## src/rtl/cmd_seq_pkg.sv

```systemverilog
// Shared types and default tuning constants for the command sequencer.
package cmd_seq_pkg;

  typedef enum logic [2:0] {
    S_IDLE      = 3'd0,
    S_TURN      = 3'd1,
    S_RAMP_UP   = 3'd2,
    S_CRUISE    = 3'd3,
    S_RAMP_DOWN = 3'd4,
    S_DONE      = 3'd5
  } seq_state_t;

  localparam logic [10:0] MAX_SPD_DEF  = 11'h2A0;
  localparam logic [10:0] ACCEL_DEF    = 11'd16;
  localparam logic [10:0] DECEL_DEF    = 11'd32;
  localparam int          RAMP_DIV_DEF = 8;
  localparam int          SETTLE_DEF   = 4;

endpackage

```

## src/rtl/cmd_sequencer_spd_ramp.sv

```systemverilog
// Forward-speed register with a tick divider and saturating ramp up/down.
// The divider restarts whenever a ramp direction is newly requested, so the
// first speed step always lands RAMP_DIV cycles after entering a ramp.
module spd_ramp
  import cmd_seq_pkg::*;
#(
  parameter logic [10:0] MAX_SPD  = MAX_SPD_DEF,
  parameter logic [10:0] ACCEL    = ACCEL_DEF,
  parameter logic [10:0] DECEL    = DECEL_DEF,
  parameter int          RAMP_DIV = RAMP_DIV_DEF
) (
  input  logic        clk,
  input  logic        rst,
  input  logic        up,
  input  logic        down,
  input  logic        clr,
  output logic [10:0] spd,
  output logic        at_max,
  output logic        at_zero
);

  localparam int DW = (RAMP_DIV > 1) ? $clog2(RAMP_DIV) : 1;

  logic [DW-1:0] r_div;
  logic          r_was_up;
  logic          r_was_dn;
  logic [10:0]   r_spd;

  logic          w_enter;
  logic          w_tick;
  logic [11:0]   w_sum;
  logic [11:0]   w_diff;
  logic [10:0]   w_up_spd;
  logic [10:0]   w_dn_spd;

  assign w_enter  = (up && !r_was_up) || (down && !r_was_dn);
  assign w_tick   = (up || down) && !w_enter && (r_div == DW'(RAMP_DIV - 1));
  assign w_sum    = {1'b0, r_spd} + {1'b0, ACCEL};
  assign w_diff   = {1'b0, r_spd} - {1'b0, DECEL};
  // Borrow out of the 12-bit subtraction means the step would cross zero.
  assign w_up_spd = (w_sum > {1'b0, MAX_SPD}) ? MAX_SPD : w_sum[10:0];
  assign w_dn_spd = w_diff[11] ? 11'd0 : w_diff[10:0];

  // Divider, direction history and speed register.
  always_ff @(posedge clk) begin
    if (rst || clr) begin
      r_div    <= '0;
      r_was_up <= 1'b0;
      r_was_dn <= 1'b0;
      r_spd    <= '0;
    end else begin
      r_was_up <= up;
      r_was_dn <= down;
      if (!(up || down))  r_div <= '0;
      else if (w_enter)   r_div <= DW'(1);
      else if (w_tick)    r_div <= '0;
      else                r_div <= r_div + DW'(1);
      if (w_tick) r_spd <= up ? w_up_spd : w_dn_spd;
    end
  end

  assign spd     = r_spd;
  assign at_max  = (r_spd == MAX_SPD);
  assign at_zero = (r_spd == 11'd0);

endmodule

```

## src/rtl/cmd_sequencer.sv

```systemverilog
// Move-command sequencer: turn to heading, ramp up, count squares, ramp down.
// All outputs to the PID and the command side are registered.
module cmd_sequencer
  import cmd_seq_pkg::*;
#(
  parameter logic [10:0] MAX_SPD  = MAX_SPD_DEF,
  parameter logic [10:0] ACCEL    = ACCEL_DEF,
  parameter logic [10:0] DECEL    = DECEL_DEF,
  parameter int          RAMP_DIV = RAMP_DIV_DEF,
  parameter int          SETTLE   = SETTLE_DEF
) (
  input  logic               clk,
  input  logic               rst,
  input  logic               cmd_vld,
  input  logic signed [11:0] cmd_hdng,
  input  logic        [2:0]  cmd_sqrs,
  output logic               cmd_rdy,
  input  logic               at_hdng,
  input  logic               sqr_pulse,
  input  logic               abort,
  output logic signed [11:0] dsrd_hdng,
  output logic               moving,
  output logic        [10:0] frwrd_spd,
  output logic               done
);

  localparam int SW = $clog2(SETTLE + 1);

  seq_state_t         r_state;
  seq_state_t         w_next;
  logic [SW-1:0]      r_settle;
  logic [2:0]         r_sqr_cnt;
  logic [2:0]         r_target;
  logic signed [11:0] r_hdng;
  logic               r_cmd_rdy;
  logic               r_moving;
  logic               r_done;

  logic               w_accept;
  logic               w_settled;
  logic [2:0]         w_cnt_nxt;
  logic               w_hit;
  logic               w_at_max;
  logic               w_at_zero;
  logic               w_cmd_rdy;
  logic               w_moving;
  logic               w_done;

  assign w_accept  = (r_state == S_IDLE) && cmd_vld && !abort;
  assign w_settled = at_hdng && (r_settle == SW'(SETTLE - 1));
  assign w_cnt_nxt = r_sqr_cnt + {2'b00, sqr_pulse};
  assign w_hit     = (w_cnt_nxt == r_target);

  // State register.
  always_ff @(posedge clk) begin
    if (rst) r_state <= S_IDLE;
    else     r_state <= w_next;
  end

  // Next-state logic; abort overrides everything outside IDLE.
  always_comb begin
    w_next = r_state;
    if (abort && (r_state != S_IDLE)) begin
      w_next = S_IDLE;
    end else begin
      case (r_state)
        S_IDLE:      if (w_accept) w_next = S_TURN;
        S_TURN:      if (w_settled) w_next = (r_target != 3'd0) ? S_RAMP_UP : S_DONE;
        S_RAMP_UP: begin
          if (w_hit)         w_next = S_RAMP_DOWN;
          else if (w_at_max) w_next = S_CRUISE;
        end
        S_CRUISE:    if (w_hit) w_next = S_RAMP_DOWN;
        S_RAMP_DOWN: if (w_at_zero) w_next = S_DONE;
        S_DONE:      w_next = S_IDLE;
        default:     w_next = S_IDLE;
      endcase
    end
  end

  // Output decode from the upcoming state so the registered outputs track it.
  always_comb begin
    w_cmd_rdy = (w_next == S_IDLE);
    w_moving  = (w_next != S_IDLE);
    w_done    = (w_next == S_DONE);
  end

  // Registered status outputs.
  always_ff @(posedge clk) begin
    if (rst) begin
      r_cmd_rdy <= 1'b1;
      r_moving  <= 1'b0;
      r_done    <= 1'b0;
    end else begin
      r_cmd_rdy <= w_cmd_rdy;
      r_moving  <= w_moving;
      r_done    <= w_done;
    end
  end

  // Command latch, settle counter and square counter.
  always_ff @(posedge clk) begin
    if (rst) begin
      r_hdng    <= '0;
      r_target  <= '0;
      r_sqr_cnt <= '0;
      r_settle  <= '0;
    end else if (w_accept) begin
      r_hdng    <= cmd_hdng;
      r_target  <= cmd_sqrs;
      r_sqr_cnt <= '0;
      r_settle  <= '0;
    end else begin
      if (r_state == S_TURN) r_settle <= at_hdng ? (r_settle + SW'(1)) : '0;
      if ((r_state == S_RAMP_UP) || (r_state == S_CRUISE)) r_sqr_cnt <= w_cnt_nxt;
    end
  end

  spd_ramp #(
    .MAX_SPD  (MAX_SPD),
    .ACCEL    (ACCEL),
    .DECEL    (DECEL),
    .RAMP_DIV (RAMP_DIV)
  ) u_ramp (
    .clk     (clk),
    .rst     (rst),
    .up      (r_state == S_RAMP_UP),
    .down    (r_state == S_RAMP_DOWN),
    .clr     (w_next == S_IDLE),
    .spd     (frwrd_spd),
    .at_max  (w_at_max),
    .at_zero (w_at_zero)
  );

  assign cmd_rdy   = r_cmd_rdy;
  assign moving    = r_moving;
  assign done      = r_done;
  assign dsrd_hdng = r_hdng;

endmodule

```

## config.mk

```make
export PLATFORM = sky130hd
export DESIGN_NAME = cmd_sequencer
export DESIGN_NICKNAME = d
export VERILOG_FILES = /design/src/rtl/cmd_seq_pkg.sv /design/src/rtl/cmd_sequencer_spd_ramp.sv /design/src/rtl/cmd_sequencer.sv
export SDC_FILE = /design/constraint.sdc
export NUM_CORES = 1
export LEC_CHECK = 0
export ABC_CLOCK_PERIOD_IN_PS = 2300
export CAP_MARGIN = 20
export CORE_MARGIN = 3
export CORE_UTILIZATION = 51
export CTS_BUF_LIST = sky130_fd_sc_hd__clkbuf_4 sky130_fd_sc_hd__clkbuf_8
export DETAILED_ROUTE_END_ITERATION = 6
export DONT_BUFFER_PORTS = 1
export GPL_TIMING_DRIVEN = 1
export PLACE_DENSITY = 0.66
export RECOVER_POWER = 25
export SLEW_MARGIN = 20
export SYNTH_ARGS = -nofsm -noshare
export SYNTH_HDL_FRONTEND = slang
export SYNTH_SLANG_ARGS = --single-unit
```

## constraint.sdc

```tcl
create_clock -name clk -period 2.3 [get_ports clk]
set_input_delay 0.115 -clock clk [delete_from_list [all_inputs] [get_ports clk]]
set_output_delay 0.115 -clock clk [all_outputs]
set_load 0.01 [all_outputs]
```

==> impl_metrics.yaml, run 1 <==
outcome:
  outcome: "finished, final reports clean"
timing:
  final-hold-violation-count: 0
  timing.setup.tns_ns: 0
  layout_worst_path_cycle_share_pct: 88.3
  rsz0062_at_grt: "no"
  max_slew_margin_pct: 40.6
  fin_skew_ns: 0.00336
  worst_slew_pin_slew_ns: 0.888
  min_period_ns: 2.03
  fmax_mhz: 492
  finalMaxSlewViolations: 0
  finalSetupViolCount: 0
cts:
  cts_inserted_buffers: 5
  cts_htree_levels: 2
  cts.sinks: 39
  cts-root-to-sink-buffers: 2
  ctsHoldBuffers: 17
  cts_tree: "built"
  root_cell_of_the_clock_tree: "sky130_fd_sc_hd__clkbuf_8"
  post_cts_resize_count: 0
  clk_pin_slew_worst_paths_ns: 0.08
  cts.repair_timing.setup_buffer_count: 0
  clock_insertion_delay_worst_skew_ns: 0.29
placed_design:
  post-dp-hpwl_um: 3090
  placed_cells_incl_taps: 290
  io_buffers: 0
  routability_cong: 0.817
layout:
  sequential_cell_area_um2: 781
  areaGrowthSynthToFinish_pct: 15.5
  fillerInstances: 328
  post_route_cells_drive_above_1_share_pct: 8.24
  layout.cells.most_common_list: "sky130_fd_sc_hd__nand2_1 (45), sky130_fd_sc_hd__dfxtp_1 (39), sky130_fd_sc_hd__a21oi_1 (25)"
  final_core_util_pct: 62.5
  multi_input_gate_area_um2: 1150
  layoutNonFillerInstCount: 315
  antenna_cells_inserted: 0
  nNetsFinal: 299
  commonest_non_fill_non_tap_cell_in_the_layout: "sky130_fd_sc_hd__nand2_1"
die:
  initial_utilization_pct: 54.1
  core_um2: 3770
  rows: 22
  die_width_um: 69.3
  num_io_pins: 47
  chipHeight_um: 69.3
  die_area_um2: 4800
route:
  drt_first_pass_iters: 4
  avgViaCountPerCell: 5.59
  drc_errors: 0
  route.vias.total: 1760
  route.antenna.remaining_nets: 0
  drt_iter0_drc: 181
  routed_wire_length_per_instance_um: 14.4
  finalWirelength_um: 4540
critical_path:
  crit_top_cell: "sky130_fd_sc_hd__a21oi_1"
  crit_path_max_fanout: 9
  cp-start-kind: "flip-flop"
  arrival_ns: 2.21
  path_buf_inv: 1
  cpPeakStageDelay_ns: 0.54
  crit_path_top_delay_cell: "sky130_fd_sc_hd__dfxtp_1"
  worstReg2RegEnd: "u_ramp.spd[4]"
  worst_setup_path_end_kind: "flip-flop"
  cp_top_family: "compound AO/OA/AOI/OAI gates"
  r2r.worst_path.cells: 6
  path_cells: "inv_1 -> ha_1 -> a211o_1 -> a21oi_1 -> a21oi_1 -> o31ai_1"
  worst_r2r_startpoint: "u_ramp.spd[5]"
  setup.reg_to_reg.worst_slack_ns: 0.27
  critical_path_class: "reg2reg"
  critPathRequiredTime_ns: 2.48
global_routing:
  overflow: 0
  first_global_vias: 1630
  grt_usage_pct: 18.9
  maximum_number_of_pins_on_one_net_before_global_route_repair: 23
  grt_first_pass_wirelength_um: 7450
  grt_antenna_before_repair: 0
power:
  fin_total_pwr_w: 0.00139
  vdd_drop_max_mv: 0.385
  powerDensity_nw_per_um2: 588
  total_leakage_power_nw: 0.898
job:
  maxCapViolCount: 0
synthesis:
  netlist_area_um2: 2040
  synth-edff-count: 0
  synth.avg_cell_area_um2: 8.17
  syn_inst: 250
  yosys_warnings: 0
  ys_seq_elements: 39
  seq_area_frac_synth_pct: 38.2
  synth_cell_types: 46
  synth_async_sr_flop_share_pct: 0
  ys_dominant_reg_cell: "sky130_fd_sc_hd__dfxtp_1"
hold_path:
  min_path_cells: 2
  hold_path_class: "in2reg"
  hold_start: "rst"
  hold_end: "r_state[0]"
-- synthesized netlist by cell type (2+ instances only) --
cell type	instances	share of area (%)
sky130_fd_sc_hd__ha_1	12	7.4
sky130_fd_sc_hd__o31ai_1	2	0.74
sky130_fd_sc_hd__nor2_1	9	1.7
sky130_fd_sc_hd__nor3_1	13	3.2
sky130_fd_sc_hd__o41ai_1	2	0.86
sky130_fd_sc_hd__o21ai_0	10	2.5
sky130_fd_sc_hd__or3_1	2	0.61
sky130_fd_sc_hd__nor2b_1	5	1.5
sky130_fd_sc_hd__and3_1	2	0.61
sky130_fd_sc_hd__nand2_1	45	8.3
sky130_fd_sc_hd__buf_4	5	1.8
sky130_fd_sc_hd__nand3b_1	2	0.74
sky130_fd_sc_hd__inv_1	9	1.7
sky130_fd_sc_hd__o21a_1	2	0.74
sky130_fd_sc_hd__o22ai_1	3	0.92
sky130_fd_sc_hd__a31oi_1	5	1.5
sky130_fd_sc_hd__nand3_1	9	2.2
sky130_fd_sc_hd__clkbuf_1	12	2.2
sky130_fd_sc_hd__a211o_1	3	1.3
sky130_fd_sc_hd__nand2b_1	2	0.61
sky130_fd_sc_hd__xnor2_1	4	1.7
sky130_fd_sc_hd__dfxtp_1	39	38
sky130_fd_sc_hd__and2_1	4	1.2
sky130_fd_sc_hd__mux2i_1	3	1.5
sky130_fd_sc_hd__a21oi_1	25	6.1
-- worst reg2reg max path: cells and delay by family (launching register included) --
kind | cells | cell delay [ns]
AOI/OAI and AO/OA | 4 | 0.93
adders and majority gates | 1 | 0.31
buffers and inverters | 1 | 0.15
DFF | 1 | 0.54
-- through the flow --
step	area, um2	setup slack, ns	hold WS (ns)
global route	2360	0.123	0.0104
finish	2360	0.269	0.00903
floorplan	2050	0.399	0.194
global placement	2080	0.292	0.186
CTS	2360	0.285	0.00264
detailed placement	2080	0.300	0.188
-- report_power, final --
group	total (W)	switching (W)	leakage (nW)	internal, W
Clock	0.000569	0.000246	0.0581	0.000323
Combinational	0.000107	0.0000564	0.524	0.0000505
Sequential	0.000712	0.0000199	0.316	0.000692
-- worst max path at each step --
| stage | startpoint | end | slack (ns) | cells after the start |
|---|---|---|---|---|
| 3_5_place_dp | r_state[0] | u_ramp.spd[7] | 0.30 | 6 |
| 3_3_place_gp | r_state[0] | u_ramp.spd[7] | 0.29 | 6 |
| 5_1_grt | r_state[0] | u_ramp.spd[7] | 0.12 | 6 |
| 4_1_cts | r_state[0] | u_ramp.spd[7] | 0.29 | 6 |
| 6_report | u_ramp.spd[5] | u_ramp.spd[4] | 0.27 | 6 |
| 2_1_floorplan | u_ramp.spd[6] | u_ramp.spd[5] | 0.40 | 8 |
-- state kept, by name, summed over array words and instances, names as in the netlist --
name             cells
cmd_rdy              1
u_ramp.spd           7
r_state              3
u_ramp.r_was_dn      1
u_ramp.r_was_up      1
moving               1
r_target             3
done                 1
dsrd_hdng           12
r_settle             3
u_ramp.r_div         3
r_sqr_cnt            3
-- per-layer routing --
layer	vias up	part of all wire (%)	GRT usage (%)
met5	-	0	0
met4	0	0.84	6.07
met3	4	6.3	5.22
met2	58	50	31.3
li1	899	-	-
met1	799	43	23.6
-- layout make-up --
cell class | instances | area share [%]
Multi-Input combinational cell | 187 | 48.9
Sequential cell | 39 | 33.1
Timing Repair Buffer | 23 | 9.12
Clock buffer | 5 | 2.92
Tap cell | 48 | 2.55
Clock inverter | 3 | 1.86
Inverter | 10 | 1.59
-- logic make-up (layout without fill, tap and decap cells) --
logic type	after synthesis	in the layout	share of synthesized area, %
compound gates	59	59	18.4
xor+xnor	6	6	3.25
fa+ha+maj	13	13	7.84
buf+inv	27	41	5.88
simple gates	101	101	24.1
mux	4	4	2.02
flops	39	39	38.2
other cells	1	4	0.184
Power figures use the tool's default switching activity.
==> inputs of run 2 (changes only) <==
--- a/config.mk
+++ b/config.mk
@@ -7,7 +7,6 @@
 export LEC_CHECK = 0
 export ABC_CLOCK_PERIOD_IN_PS = 2300
 export CAP_MARGIN = 20
-export CORE_MARGIN = 3
 export CORE_UTILIZATION = 51
 export CTS_BUF_LIST = sky130_fd_sc_hd__clkbuf_4 sky130_fd_sc_hd__clkbuf_8
 export DETAILED_ROUTE_END_ITERATION = 6
==> run 2 against run 1 <==
Total power rose by 1.7%. Combinational power is essentially flat. Sequential power about the same. Design area increased by 0.85%. Clock-buffer cell count increased by 1. Global-route usage grew 4.5 points. Highest routed layer unchanged. First-iteration DRC count down 34%. Maximum frequency decreased by 2.5%. Via count increased by 0.57%. Core utilization rose by 0.99 points. Die area down 11%. Routed wire length fell by 1.6%.
==> impl_metrics.yaml, run 2 (synthesis gave the netlist of run 1 again) <==
critical_path:
  critical_path_class: "reg2reg"
  r2r.worst_path.cells: 6
  arrival_ns: 2.32
  worst_setup_path_end_kind: "flip-flop"
  cp-start-kind: "flip-flop"
  path_cells: "nor2_1 -> and3_1 -> buf_4 -> nand2_1 -> a21oi_1 -> dlygate4sd3_1"
  worst_r2r_startpoint: "r_state[2]"
  worstReg2RegEnd: "r_target[0]"
  setup.reg_to_reg.worst_slack_ns: 0.22
  crit_path_top_delay_cell: "sky130_fd_sc_hd__dlygate4sd3_1"
  critPathRequiredTime_ns: 2.54
  cpPeakStageDelay_ns: 0.56
  crit_path_max_fanout: 13
timing:
  fin_skew_ns: 0.00618
  worst_slew_pin_slew_ns: 0.745
  layout_worst_path_cycle_share_pct: 90.6
  fmax_mhz: 480
  timing.setup.tns_ns: 0
  finalSetupViolCount: 0
  final.setup.worst_slack_ns: 0.217
  max_slew_margin_pct: 50.2
  final-hold-violation-count: 0
  min_period_ns: 2.08
  finalMaxSlewViolations: 0
  rsz0062_at_grt: "no"
hold_path:
  hold_end: "u_ramp.spd[4]"
  hold_start: "rst"
  hold_path_class: "in2reg"
  min_path_cells: 3
power:
  total_leakage_power_nw: 0.912
  powerDensity_nw_per_um2: 593
  vdd_drop_max_mv: 0.352
die:
  die_area_um2: 4260
  rows: 22
  initial_utilization_pct: 54.5
  chipHeight_um: 65.3
  die_width_um: 65.3
  num_io_pins: 47
  core_um2: 3740
layout:
  post_route_cells_drive_above_1_share_pct: 8.92
  design_area_um2: 2380
  antenna_cells_inserted: 0
  largest_register_ffs: 12
  final_core_util_pct: 63.5
  nNetsFinal: 301
  commonest_non_fill_non_tap_cell_in_the_layout: "sky130_fd_sc_hd__nand2_1"
  areaGrowthSynthToFinish_pct: 16.5
  layout.cells.most_common_list: "sky130_fd_sc_hd__nand2_1 (45), sky130_fd_sc_hd__dfxtp_1 (39), sky130_fd_sc_hd__a21oi_1 (25)"
  layoutNonFillerInstCount: 317
placed_design:
  routability_cong: 0.880
  pre_cts_slack_ns: 0.370
  placed_cells_incl_taps: 292
  post-dp-hpwl_um: 3020
  io_buffers: 0
  post_dp_cell_area_um2: 2090
cts:
  clock_insertion_delay_worst_skew_ns: 0.29
  root_cell_of_the_clock_tree: "sky130_fd_sc_hd__clkbuf_8"
  cts.repair_timing.setup_buffer_count: 0
  cts_tree: "built"
  cts_inserted_buffers: 5
  clk_pin_slew_worst_paths_ns: 0.08
  cts-root-to-sink-buffers: 2
  cts_htree_levels: 2
  cts.sinks: 39
route:
  route.antenna.remaining_nets: 0
  route.vias.total: 1770
  highest_layer: "met4"
  drt_iter0_drc: 119
  met2_wirelength_um: 2140
  drt_first_pass_iters: 4
  finalWirelength_um: 4470
  avgViaCountPerCell: 5.58
  met3RoutedLength_um: 212
  routed_wire_length_per_instance_um: 14.1
  drc_errors: 0
  wl_met1_um: 2040
global_routing:
  grt_first_pass_wirelength_um: 7630
  first_global_vias: 1672
  grt_antenna_before_repair: 0
  overflow: 0
  maximum_number_of_pins_on_one_net_before_global_route_repair: 22
  grt_usage_pct: 23.4
outcome:
  outcome: "finished, final reports clean"
job:
  maxCapViolCount: 0
## run 2: cell count changes in the layout (fill, tap and decap cells not counted)
| cell | before | now |
|---|---|---|
| sky130_fd_sc_hd__clkinv_4 | 1 | 0 |
| sky130_fd_sc_hd__buf_4 | 6 | 8 |
| sky130_fd_sc_hd__clkbuf_8 | 5 | 6 |
## run 2: cell type report
cell class,count,area [um2]
tap,48,60.1
clock inverter,2,35.0
multi-input combinational,187,1150
sequential,39,781
fill,356,1370
clock buffer,6,82.6
inverter,10,37.5
timing repair buffer,25,230
## run 2: worst max path at each step
stage	startpoint	end	slack [ns]	cells after the start
2_1_floorplan	u_ramp.spd[6]	u_ramp.spd[5]	0.40	8
3_3_place_gp	u_ramp.spd[5]	u_ramp.spd[4]	0.37	6
3_5_place_dp	u_ramp.spd[5]	u_ramp.spd[6]	0.37	6
4_1_cts	r_state[2]	r_target[0]	0.27	6
5_1_grt	r_state[0]	r_target[0]	0.08	6
6_report	r_state[2]	r_target[0]	0.22	6
## run 2: power breakdown
group / total, W / internal (W) / switching (W)
Combinational: 0.000107 / 0.0000516 / 0.0000550
Sequential: 0.000711 / 0.000692 / 0.0000194
Clock: 0.000593 / 0.000351 / 0.000242
Total: 0.00141 / 0.00109 / 0.000316
## run 2: metrics by stage
step | total power, W | hold WS (ns)
after floorplan | 0.000793 | 0.194
after global placement | 0.000803 | 0.186
final | 0.00141 | 0.0198
after detailed placement | 0.000805 | 0.188
after CTS | 0.00142 | 0.00970
after global routing | 0.00147 | 0.0143
## run 2: what timing repair did
action,CTS,global route
gates resized for setup,0,0
hold buffers,17,0
hold endpoints to repair,21,0
## run 2: critical path, delay by kind of cell (launching register included)
family | cells | cell delay [ns]
AO/OA/AOI/OAI | 1 | 0.14
buffers and inverters | 2 | 0.82
flip-flops | 1 | 0.43
AND/OR/NAND/NOR | 3 | 0.64
## run 2: per-layer routing
metal  vias to the layer above  track usage [%]
met5                         -                0
met4                         0             8.15
met3                         6             7.64
met2                        50             37.4
met1                       814             29.3
li1                        900                -
==> inputs of run 3 (changes only) <==
--- a/config.mk
+++ b/config.mk
@@ -7,12 +7,11 @@
 export LEC_CHECK = 0
 export ABC_CLOCK_PERIOD_IN_PS = 2300
 export CAP_MARGIN = 20
-export CORE_UTILIZATION = 51
+export CORE_UTILIZATION = 45
 export CTS_BUF_LIST = sky130_fd_sc_hd__clkbuf_4 sky130_fd_sc_hd__clkbuf_8
 export DETAILED_ROUTE_END_ITERATION = 6
 export DONT_BUFFER_PORTS = 1
 export GPL_TIMING_DRIVEN = 1
-export PLACE_DENSITY = 0.66
 export RECOVER_POWER = 25
 export SLEW_MARGIN = 20
 export SYNTH_ARGS = -nofsm -noshare
==> run 3 against run 2 <==
Maximum frequency rose by 2.4%. Die area is 13% higher. Sequential share of layout area up 0.069 points. Worst hold slack better by 0.0017 ns. Design area decreased by 0.21%. Setup slack better by 0.049 ns. Largest power group unchanged. Clock skew is 0.0019 ns higher. Routed wire length grew 0.47%. Critical path type unchanged.
==> impl_metrics.yaml, run 3 (synthesis gave the netlist of run 1 again) <==
outcome:
  outcome: "finished, final reports clean"
timing:
  finalSetupViolCount: 0
  final-hold-violation-count: 0
  min_period_ns: 2.03
  fin_skew_ns: 0.00807
  layout_worst_path_cycle_share_pct: 88.4
  rsz0062_at_grt: "no"
  finalMaxSlewViolations: 0
  worst_slew_pin_slew_ns: 0.940
  fmax_mhz: 492
  timing.setup.tns_ns: 0
  max_slew_margin_pct: 37.1
layout:
  commonest_non_fill_non_tap_cell_in_the_layout: "sky130_fd_sc_hd__nand2_1"
  antenna_cells_inserted: 0
  areaGrowthSynthToFinish_pct: 16.2
  post_route_cells_drive_above_1_share_pct: 8.58
  layoutNonFillerInstCount: 320
  final_core_util_pct: 54.5
  largest_register_ffs: 12
  layout.cells.most_common_list: "sky130_fd_sc_hd__nand2_1 (45), sky130_fd_sc_hd__dfxtp_1 (39), sky130_fd_sc_hd__a21oi_1 (25)"
  nNetsFinal: 300
critical_path:
  crit_path_max_fanout: 11
  arrival_ns: 2.28
  cp-start-kind: "flip-flop"
  worst_setup_path_end_kind: "flip-flop"
  critPathRequiredTime_ns: 2.55
  critical_path_class: "reg2reg"
die:
  chipHeight_um: 69.4
  core_um2: 4350
  num_io_pins: 47
  die_width_um: 69.4
  initial_utilization_pct: 46.9
  rows: 24
  die_area_um2: 4810
placed_design:
  post-dp-hpwl_um: 3030
  io_buffers: 0
  placed_cells_incl_taps: 295
  routability_cong: 0.863
cts:
  cts_tree: "built"
  cts.repair_timing.setup_buffer_count: 0
  post_cts_resize_count: 0
  cts_inserted_buffers: 5
  root_cell_of_the_clock_tree: "sky130_fd_sc_hd__clkbuf_8"
  clock_insertion_delay_worst_skew_ns: 0.30
  cts.sinks: 39
  cts_htree_levels: 2
  clk_pin_slew_worst_paths_ns: 0.08
  cts-root-to-sink-buffers: 2
route:
  route.vias.total: 1789
  drt_first_pass_iters: 4
  routed_wire_length_per_instance_um: 14.0
  finalWirelength_um: 4490
  drc_errors: 0
  avgViaCountPerCell: 5.59
  route.antenna.remaining_nets: 0
  drt_iter0_drc: 110
global_routing:
  grt_antenna_before_repair: 0
  grt_first_pass_wirelength_um: 7620
  grt_busiest_layer: "met2"
  first_global_vias: 1738
  overflow: 0
  gr-usage-met2_pct: 34.0
  global_route_track_usage_on_met1_pct: 23.0
  maximum_number_of_pins_on_one_net_before_global_route_repair: 24
  groute.layer.met3.usage_pct: 6.54
  grt_usage_pct: 19.7
job:
  maxCapViolCount: 0
power:
  powerDensity_nw_per_um2: 592
  total_leakage_power_nw: 0.900
  vdd_drop_max_mv: 0.426
  fin_total_pwr_w: 0.00141
hold_path:
  hold_path_class: "in2reg"
[run 3: power breakdown]
group | total (W) | internal [W] | leakage [nW] | switching [W]
combinational | 0.000106 | 0.0000505 | 0.529 | 0.0000554
clock | 0.000589 | 0.000327 | 0.0548 | 0.000262
sequential | 0.000711 | 0.000692 | 0.316 | 0.0000194
[run 3: critical path: stages, from the launching register on]
cell and delay (ns):
sky130_fd_sc_hd__dfxtp_1 0.60, sky130_fd_sc_hd__nor2_1 0.11, sky130_fd_sc_hd__nand3_1 0.30, sky130_fd_sc_hd__buf_4 0.23, sky130_fd_sc_hd__nand2_1 0.06, sky130_fd_sc_hd__a21oi_1 0.13, sky130_fd_sc_hd__dlygate4sd3_1 0.56
[run 3: final cells by class]
| class | count | area, um2 |
|---|---|---|
| repair buffers | 24 | 223 |
| fillers | 412 | 1980 |
| well taps | 52 | 65.1 |
| multi-input cells | 187 | 1150 |
| flip-flops and latches | 39 | 781 |
| clock inverters | 3 | 46.3 |
| clock buffers | 5 | 68.8 |
| inverters | 10 | 37.5 |
[run 3: worst paths after layout]
kind	from	end	slack, ns	cells past startpoint
worst max-delay path	r_state[2]	dsrd_hdng[8]	0.27	6
worst min-delay path	at_hdng	r_settle[2]	0.02	2
worst max register to register	r_state[2]	dsrd_hdng[8]	0.27	6
worst min register to register	r_target[2]	r_target[2]	0.50	2
[run 3: timing repair]
action                                  CTS  global route
endpoints found under the hold margin    23             0
hold buffers                             17             0
endpoints found under the setup margin    0             0
[run 3: routing by layer]
| layer | share of wire (%) | up-vias |
|---|---|---|
| met5 | 0 | - |
| met1 | 45 | 834 |
| li1 | - | 900 |
| met4 | 0.89 | 0 |
| met2 | 50 | 49 |
| met3 | 5.0 | 6 |
[run 3: per-stage QoR]
step / setup WS (ns) / hold slack [ns] / instance area [um2]
floorplan: 0.399 / 0.194 / 2050
global placement: 0.393 / 0.187 / 2090
detailed placement: 0.359 / 0.188 / 2090
CTS: 0.252 / 0.0106 / 2370
global route: 0.122 / 0.0360 / 2370
finish: 0.266 / 0.0216 / 2370
